`config.mk`:
```
export PLATFORM = sky130hd
export DESIGN_NAME = mode_done_monitor
export DESIGN_NICKNAME = d
export VERILOG_FILES = /design/src/rtl/mode_pkg.sv /design/src/rtl/mode_interval_timer.sv /design/src/rtl/mode_done_monitor.sv
export SDC_FILE = /design/constraint.sdc
export NUM_CORES = 1
export LEC_CHECK = 0
export BUFFER_PORTS_ARGS = -buffer_cell sky130_fd_sc_hd__buf_2
export CAP_MARGIN = 20
export CORE_MARGIN = 2
export CORE_UTILIZATION = 40
export DETAILED_ROUTE_END_ITERATION = 10
export MAX_ROUTING_LAYER = met4
export PLACE_DENSITY = 0.7
export SETUP_SLACK_MARGIN = 0.02
export SLEW_MARGIN = 40
export SYNTH_ARGS = -nofsm -noshare
export SYNTH_HDL_FRONTEND = slang
export SYNTH_SLANG_ARGS = --single-unit
```
`constraint.sdc`:
```
create_clock -name clk -period 3.8 [get_ports clk]
set_input_delay 0 -clock clk [delete_from_list [all_inputs] [get_ports clk]]
set_output_delay 0 -clock clk [all_outputs]
set_load 0.02 [all_outputs]
```
`src/rtl/mode_pkg.sv`:
```
// Shared definitions for the mode-sequencing stage and its done-pulse monitor:
// batch FSM encoding and the default period/batch limits.
package mode_pkg;

  typedef enum logic [1:0] {
    ST_IDLE    = 2'd0,
    ST_COLLECT = 2'd1,
    ST_REQ     = 2'd2
  } batch_state_e;

  localparam int unsigned DEF_BATCH_LEN  = 4;
  localparam int unsigned DEF_PERIOD_MIN = 12;
  localparam int unsigned DEF_PERIOD_MAX = 14;
  localparam int unsigned DEF_CW         = 8;

endpackage

```
`src/rtl/mode_interval_timer.sv`:
```
// Measures the spacing between done pulses, checks it against the legal window
// and reports the error / timeout events to the parent.
module mode_interval_timer
  import mode_pkg::*;
#(
  parameter int unsigned CW         = DEF_CW,
  parameter int unsigned PERIOD_MIN = DEF_PERIOD_MIN,
  parameter int unsigned PERIOD_MAX = DEF_PERIOD_MAX
) (
  input  logic          clk,
  input  logic          rst_n,
  input  logic          done_i,
  output logic [CW-1:0] last_interval_o,
  output logic          err_pulse_o,
  output logic          err_evt_o,
  output logic          timeout_evt_o
);

  localparam logic [CW-1:0] TIMEOUT    = '1;
  localparam logic [CW-1:0] TIMEOUT_M1 = {{(CW-1){1'b1}}, 1'b0};
  localparam logic [CW-1:0] ONE        = CW'(1);
  localparam logic [CW-1:0] MIN_L      = CW'(PERIOD_MIN);
  localparam logic [CW-1:0] MAX_L      = CW'(PERIOD_MAX);

  logic [CW-1:0] icnt_q, icnt_d;
  logic [CW-1:0] last_q, last_d;
  logic [CW-1:0] interval;
  logic          armed_q, armed_d;
  logic          err_q;
  logic          measure;

  // NOTE: every signal written here gets a default first, so no path leaves it
  // unassigned and no latch is inferred.
  always_comb begin
    interval      = (icnt_q == TIMEOUT) ? TIMEOUT : icnt_q + ONE;
    measure       = done_i & armed_q;
    err_evt_o     = measure & ((interval < MIN_L) | (interval > MAX_L));
    // Fires only on the step into saturation, so a clr while idle stays cleared.
    timeout_evt_o = ~done_i & armed_q & (icnt_q == TIMEOUT_M1);
    armed_d       = armed_q | done_i;
    last_d        = measure ? interval : last_q;
    icnt_d        = icnt_q;
    if (done_i)                              icnt_d = '0;
    else if (armed_q && (icnt_q != TIMEOUT)) icnt_d = icnt_q + ONE;
  end

  // NOTE: state registers use non-blocking assignments so every flop samples
  // the pre-edge values; all of them are reset because each one is visible.
  always_ff @(posedge clk or negedge rst_n) begin
    if (!rst_n) begin
      icnt_q  <= '0;
      armed_q <= 1'b0;
      last_q  <= '0;
      err_q   <= 1'b0;
    end else begin
      icnt_q  <= icnt_d;
      armed_q <= armed_d;
      last_q  <= last_d;
      err_q   <= err_evt_o;
    end
  end

  assign last_interval_o = last_q;
  assign err_pulse_o     = err_q;

endmodule

```
`src/rtl/mode_done_monitor.sv`:
```
// Consumes the mode FSM's done pulse: interval checking, error/timeout flags and
// grouping of pulses into batches offered over a req/ack handshake.
module mode_done_monitor
  import mode_pkg::*;
#(
  parameter int unsigned BATCH_LEN  = DEF_BATCH_LEN,
  parameter int unsigned PERIOD_MIN = DEF_PERIOD_MIN,
  parameter int unsigned PERIOD_MAX = DEF_PERIOD_MAX,
  parameter int unsigned CW         = DEF_CW
) (
  input  logic          clk,
  input  logic          rst_n,
  input  logic          done_in,
  input  logic          batch_ack,
  input  logic          clr,
  output logic          batch_req,
  output logic [CW-1:0] last_interval,
  output logic          err_pulse,
  output logic [7:0]    err_cnt,
  output logic          overrun,
  output logic          timeout
);

  localparam logic [3:0] BL = 4'(BATCH_LEN);

  batch_state_e state_q, state_d;
  logic [3:0]   pend_q, pend_d, pend_inc;
  logic [7:0]   err_cnt_q, err_cnt_d;
  logic         batch_req_q;
  logic         overrun_q, overrun_d, overrun_evt;
  logic         timeout_q, timeout_d;
  logic         err_evt, timeout_evt;

  mode_interval_timer #(
    .CW         (CW),
    .PERIOD_MIN (PERIOD_MIN),
    .PERIOD_MAX (PERIOD_MAX)
  ) u_timer (
    .clk             (clk),
    .rst_n           (rst_n),
    .done_i          (done_in),
    .last_interval_o (last_interval),
    .err_pulse_o     (err_pulse),
    .err_evt_o       (err_evt),
    .timeout_evt_o   (timeout_evt)
  );

  always_comb begin
    state_d     = state_q;
    pend_d      = pend_q;
    overrun_evt = 1'b0;
    pend_inc    = pend_q + 4'd1;
    case (state_q)
      ST_IDLE: begin
        if (done_in) begin
          if (BL == 4'd1) begin
            state_d = ST_REQ;
            pend_d  = 4'd0;
          end else begin
            state_d = ST_COLLECT;
            pend_d  = 4'd1;
          end
        end
      end
      ST_COLLECT: begin
        // A batch that filled up while the previous one waited goes out at once.
        if (pend_q == BL) begin
          state_d = ST_REQ;
          pend_d  = done_in ? 4'd1 : 4'd0;
        end else if (done_in) begin
          if (pend_inc == BL) begin
            state_d = ST_REQ;
            pend_d  = 4'd0;
          end else begin
            pend_d  = pend_inc;
          end
        end
      end
      ST_REQ: begin
        if (done_in && (pend_q != BL)) begin
          pend_d      = pend_inc;
          overrun_evt = (pend_inc == BL);
        end
        if (batch_ack) state_d = ST_COLLECT;
      end
      default: begin
        state_d = ST_IDLE;
        pend_d  = 4'd0;
      end
    endcase
  end

  // clr wins over the stored value, but an event in the same cycle still lands.
  always_comb begin
    err_cnt_d = clr ? 8'd0 : err_cnt_q;
    if (err_evt && (err_cnt_d != 8'hFF)) err_cnt_d = err_cnt_d + 8'd1;
    overrun_d = (overrun_q & ~clr) | overrun_evt;
    timeout_d = (timeout_q & ~clr) | timeout_evt;
  end

  always_ff @(posedge clk or negedge rst_n) begin
    if (!rst_n) begin
      state_q     <= ST_IDLE;
      pend_q      <= 4'd0;
      batch_req_q <= 1'b0;
      err_cnt_q   <= 8'd0;
      overrun_q   <= 1'b0;
      timeout_q   <= 1'b0;
    end else begin
      state_q     <= state_d;
      pend_q      <= pend_d;
      batch_req_q <= (state_d == ST_REQ);
      err_cnt_q   <= err_cnt_d;
      overrun_q   <= overrun_d;
      timeout_q   <= timeout_d;
    end
  end

  assign batch_req = batch_req_q;
  assign err_cnt   = err_cnt_q;
  assign overrun   = overrun_q;
  assign timeout   = timeout_q;

endmodule

```
== Word level (Yosys, flattened, before mapping) ==
Cells that the tools add are included.
Storage, ports and cells
  register bits after elaboration: 35
  input port bits: 5
  output and inout port bits: 20
  logic and storage cells: 66
Cells by class
  $add $sub $neg: 3
  order comparisons: 2
  eq/ne operators: 13
  mux-type cells: 20
  bitwise logic cells: 12
  reductions and logical operators: 6
Operators by type and width (count)
  2-to-1 mux 8 bit: 5
  2-to-1 mux 4 bit: 5
  adder 8 x 1 -> 8 bit, second input constant: 2
  == test 8 bit, second input constant: 2
  != test 8 bit, second input constant: 2
  case mux 4 bit (3 select lines): 1
  2-to-1 mux 2 bit: 5
  == test 4 x 3 -> 1 bit, second input constant: 2
  > comparator 8 x 4 -> 1 bit, second input constant: 1
  less-than comparator 8 x 4 -> 1 bit, second input constant: 1
  bitwise AND 1 bit: 6
  case mux 2 bit (3 select lines): 1
  adder 4 x 1 -> 4 bit, second input constant: 1
  == test 2 bit, second input constant: 2
  != test 2 bit, second input constant: 2
  != test 4 x 3 -> 1 bit, second input constant: 1
  bitwise OR 1 bit: 4
  logical AND 1 bit: 3
  2-to-1 mux 1 bit: 3
  != test 3 bit, second input constant: 1
  AND reduction 3 bit: 1
  == test 2 x 1 -> 1 bit, second input constant: 1
  logical NOT 2 bit: 1
  NOT 1 bit: 2
  nonzero test 2 bit: 1

== Depth between registers and ports, before layout ==
  depth after elaboration: 7
  mapped depth: 8

== By module ==
A second synthesis with hierarchy kept.
Second synthesis, totals
  cell total of the unflattened synthesis: 208
  area total of the unflattened synthesis: 2057.0 um^2
By module, submodules not included
  mode_done_monitor: instances 1, cells each 108, area an instance 1064.8 um^2, seq. area each 425.4 um^2
  mode_interval_timer: instances 1, cells each 100, area an instance 992.2 um^2, seq. area each 450.4 um^2

== Worst setup path before layout ==
OpenSTA, ideal clock, no wires.
  kind: reg-to-reg
  start: reg err_cnt_q[0] (netlist: err_cnt[0])
  end: reg err_cnt_q[1] (netlist: err_cnt[1])
  setup time: 0.125 ns
  data arrival time: 1.725 ns
  setup slack: 1.949 ns
  cell stages (with the launch flop): 8
  clock period less this slack: 1.851 ns
  cell sequence: dfrtp_1 -> nor2b_1 -> ha_1 -> and4b_1 -> nand4_1 -> nand2_1 -> nor2_2 -> mux2_4
On the way
  longest elaborated chain between the ends: 4
RTL lines
  start, declared: RTL line mode_done_monitor.sv:28  | logic [7:0] err_cnt_q, err_cnt_d;
  start signal, assigned: RTL line mode_done_monitor.sv:113  | err_cnt_q <= err_cnt_d;
  2-to-1 mux 8 bit (*): RTL line mode_done_monitor.sv:95  | err_cnt_d = clr ? 8'd0 : err_cnt_q;
  branches (longest 2 deep; another with adder 8 x 1 -> 8 bit)
  2-to-1 mux 8 bit (*): RTL line mode_done_monitor.sv:96  | if (err_evt && (err_cnt_d != 8'hFF)) err_cnt_d = err_cnt_d + 8'd1;
  via err_cnt_d[1]: RTL line mode_done_monitor.sv:28
Mark *: on every way through the listed nets, which the timed path passes.
A chain may end at the register's enable or synchronous reset.

== Worst setup path in the final report ==
  start: reg u_timer.icnt_q[0]
  end: reg err_cnt_q[1] (netlist: err_cnt[1])
On the way
  longest elaborated chain between the ends: 7
RTL lines
  start, declared: RTL line mode_interval_timer.sv:25  | logic [CW-1:0] icnt_q, icnt_d;
  start signal, assigned: RTL line mode_interval_timer.sv:56  | icnt_q <= icnt_d;
  adder 8 x 1 -> 8 bit / == test 8 bit (equally long branches): RTL line mode_interval_timer.sv:35  | interval = (icnt_q == TIMEOUT) ? TIMEOUT : icnt_q + ONE;
  2-to-1 mux 8 bit (*): RTL line mode_interval_timer.sv:35
  less-than comparator 8 x 4 -> 1 bit / > comparator 8 x 4 -> 1 bit (equally long branches): RTL line mode_interval_timer.sv:37  | err_evt_o = measure & ((interval < MIN_L) | (interval > MAX_L));
  bitwise OR 1 bit (*): RTL line mode_interval_timer.sv:37
  bitwise AND 1 bit (*): RTL line mode_interval_timer.sv:37
  logical AND 1 bit (*): RTL line mode_done_monitor.sv:96
  2-to-1 mux 8 bit (*): RTL line mode_done_monitor.sv:96
  via err_cnt_d[1]: RTL line mode_done_monitor.sv:28
The timed path passes the listed nets; every way through them passes the cells marked *.

==> metrics list <==
* Max Cap Violations: 0
- Summed over all cells, the static leakage comes to 1.03 nW.
- Multiplexer share of the synthesized area: 1.83%
* Dominant combinational cell family by area after synthesis: simple AND/OR/NAND/NOR gates
- Once detail routing completed, the nets flagged for antenna violations numbered 0.
- For this run, the number of Yosys warnings is 0.
- Setup total negative slack: 0 ns
- In this run the power spent charging and discharging nets is 0.345 mW.
- Internal Power: 0.750 mW
- The later pin in the worst-skew pair is clocked with a latency of 0.29 ns.
- Wires add up to 3840 µm.
- PortBufs: 24
- Summing the areas of all compound-gate instances in the mapped netlist gives 13.7% of the synthesized area.
* Maximum number of pins on one net before global-route repair: 36
- Netlist Area Pre-Place: 0.00191 mm²
* Post-synthesis async set-or-reset flop share: 100%
- Total die area: 0.00536 mm²
- Synthesis produced a netlist with a net count of 216.
- Setup repair after global routing left no endpoint under its margin.
- In the synthesized netlist, the number of instances is 205.
* CTS buffer count: 5
* Slew HR: 56.6%
- CTS Buffer Depth: 2
- The worst path in the final design needs a cycle of 2.10 ns, including I/O delays and setup.
- The region available for standard cell placement spans 0.00466 mm².
- After detailed routing, the number of vias per cell comes to 5.35.
- Starting utilization of the core area: 41.1%
* Total setup violations reported at the end of the flow: 0
- Overall die height: 73.2 µm
- Tcrit/Tclk final: 55.3%
- Number of fill cells in the layout: 441
- Highest Clock Rate: 476 MHz
- Initial antenna violation count: 0
- Measured in cells, the most critical reg-to-reg path has a length of 6.
- Run status: complete, no violations
- Cell count along the critical path: 6
- Dividing the detail-routed wire length by the instance count gives 13.4 µm.
* Quantity of gates resized following cts: 0
- Simple-gate area share of the yosys netlist: 24.8%
* Xor and xnor fraction of the mapped netlist area: 6.41%
* Arithmetic-cell share of the synthesized area counting full adders, half adders and majority gates: 3.92%
- Post-DP HPWL: 2640 µm
- Net switching is 31.5% of the power.
- Worst vdd ir: 0.164 mV
* Number of flops mapped to enable cells by yosys: 0
- For the final database, setup skew stands at 0.0102 ns.
- In this run the worst path has a maximum fanout of 10.
- The top cell types in the final layout, fill and taps aside, are sky130_fd_sc_hd__dfrtp_1, sky130_fd_sc_hd__nor2_1, sky130_fd_sc_hd__buf_2.
* Wire length of the first global-routing pass: 6480 µm
* Pin slew with the least headroom to its limit: 0.647 ns
- After detailed routing, the number of remaining DRC violations is 0.
* TritonCTS clock tree: done
* Fraction of the yosys area taken by sequential cells: 45.8%
* Post-Synthesis Mean Instance Area: 9.34 µm²
* Max-slew violation count: 0
* Slowest cell on the critical path: sky130_fd_sc_hd__o2111a_1
- Once layout is complete, the utilization of the core stands at 47.4%.
- Growth of design area from synthesis to finish: 15.4%
* Required time of the worst setup path: 3.98 ns
* CTS clock-pin slew for the worst setup and hold paths: 0.08 ns
* Gate family responsible for the most delay along the worst path: simple AND/OR/NAND/NOR gates
* H-tree lvl count: 2
- Counting both buffers and inverters, the worst setup path holds a total of 0.
- The detailed router finished its first iteration with 82 violations.
* Data arrival time of the critical path: 2.28 ns
- Number of flip-flops and latches in the synthesized netlist: 35
- Routability congestion estimate: 0.816
* Ordered list of cells on the worst path: ha_1, nand3_2, nor4b_2, o2111a_1, nor2_2, mux2_4
* ANT cells: 0
- Commonest non-fill, non-tap cell in the layout: sky130_fd_sc_hd__dfrtp_1
- In this run the horizontal extent of the chip is 73.2 µm.
* Proportion of layout cells with a drive suffix above 1: 16.8%
- Comb pwr share: 23.9%
- Power share of the clock group: 32.0%
- CTS root buffer: sky130_fd_sc_hd__clkbuf_8
- The worst setup path is launched from a flop.
- For this design, the sink count on the clock tree is 35.
* Endpoint class of the critical path: flop
- Primary flip-flop cell chosen by synthesis mapping: sky130_fd_sc_hd__dfrtp_1
- The routed layout has 1531 vias.
- The first detailed-routing pass took 4 iterations.
- Total global routing track utilization: 16.1%
- At the end of the flow, the number of nets in the layout was 242.
- For this run the aggregate overflow at the end of global routing stands at 0.
* Total power divided by cell area: 496 mW/mm²
- Hold crit path type: input port to flop
- Number of cells on the worst hold path: 2
- Kind of critical path: flop to flop
- Largest stage delay on the critical path: 0.44 ns
* Number of global-route vias before repair: 1434
- The floorplan has 25 rows.
- Pin placement for this block handled 25 I/O pins.
* Final hold violation count: 0
- The share of total power dissipated in sequential elements is 44.1%.
* Count of different cell masters after synthesis: 44
==> logic make-up (layout without fill, tap and decap cells) <==
logic type                 after synthesis  after routing
AOI/OAI and AO/OA                       42             42
xor gates and xnor gates                14             14
adders and majority gates                6              6
buffers and inverters                   15             42
DFF                                     35             35
muxes                                    3              3
and+or+nand+nor                         90             90
==> path summary, 6_finish.rpt <==
| kind | startpoint | end | slack, ns |
|---|---|---|---|
| min in group asynchronous | rst_n | u_timer.last_interval_o[5]$_DFFE_PN0P_ | 0.19 |
| worst max-delay path | u_timer.icnt_q[0]$_DFFE_PN0P_ | err_cnt[1]$_DFF_PN0_ | 1.70 |
| worst max register to register | u_timer.icnt_q[0]$_DFFE_PN0P_ | err_cnt[1]$_DFF_PN0_ | 1.70 |
| worst min-delay path | done_in | u_timer.icnt_q[2]$_DFFE_PN0P_ | 0.11 |
| worst min register to register | u_timer.last_interval_o[3]$_DFFE_PN0P_ | u_timer.last_interval_o[3]$_DFFE_PN0P_ | 0.46 |
| max in group asynchronous | rst_n | state_q[0]$_DFF_PN0_ | 3.28 |
==> Yosys cell counts (all sizes together) (2+ instances only) <==
library cell,instances,area share [%]
mux2i,2,1.0
inv,7,1.4
xor2,5,2.3
buf,5,1.6
nand3b,2,0.78
or3,3,0.98
ha,6,3.9
o211ai,2,0.78
o31ai,2,0.78
nand3,8,2.4
a21boi,2,0.78
a21oi,12,3.1
xnor2,9,4.1
nand2,19,3.7
clkbuf,3,0.59
nor2,27,5.4
and3,3,1.2
and3b,3,1.4
nand4,6,2.0
o21ai,12,3.1
nand2b,5,1.6
nor2b,4,1.3
a22o,2,0.92
nor3,4,1.0
o22ai,4,1.3
dfrtp,35,46
==> power groups by stage <==
stage	combinational (mW)	clock [mW]	sequential (mW)
2_1_floorplan	0.191	0	0.484
3_3_place_gp	0.250	0	0.486
3_5_place_dp	0.262	0	0.488
4_1_cts	0.265	0.361	0.482
5_1_grt	0.306	0.370	0.492
6_report	0.262	0.350	0.483
==> state kept, by name, summed over array words and instances, names as in the netlist <==
register / count
err_cnt: 8
u_timer.icnt_q: 8
u_timer.last_interval_o: 8
pend_q: 4
state_q: 2
batch_req: 1
overrun: 1
timeout: 1
u_timer.armed_q: 1
u_timer.err_pulse_o: 1
==> area by class of cell <==
type                    instances  area, µm²  share of cell area (%)
clock inverters                 2       35.0                    1.59
flip-flops and latches         35        876                    39.6
repair buffers                 27        153                    6.91
inverters                       7       26.3                    1.19
multi-input cells             155        970                    43.9
well taps                      54       67.6                    3.06
clock buffers                   6       82.6                    3.74
==> stage by stage <==
step	total power [mW]	hold WS (ns)	std cells	worst slack [ns]	instance area, µm²
after floorplan	0.675	-0.296	205	1.95	1910
after global placement	0.737	0.117	275	1.76	2060
after detailed placement	0.750	0.127	275	1.69	2060
after CTS	1.11	0.100	286	1.69	2210
after global routing	1.17	0.139	286	1.57	2210
final	1.10	0.109	286	1.70	2210
==> metal layers <==
metal,share of wire [%],routed length [µm],global-route usage (%)
met4,1.7,65,5.76
met2,45,1710,24.3
met5,0,0,-
met3,2.9,111,4.28
met1,51,1950,20.8
==> what timing repair did <==
| item | CTS | global route |
|---|---|---|
| hold buffers | 3 | 0 |
| endpoints found under the hold margin | 39 | 0 |
| setup buffers | 0 | 0 |
No activity file was read; power rests on OpenSTA's default activity.
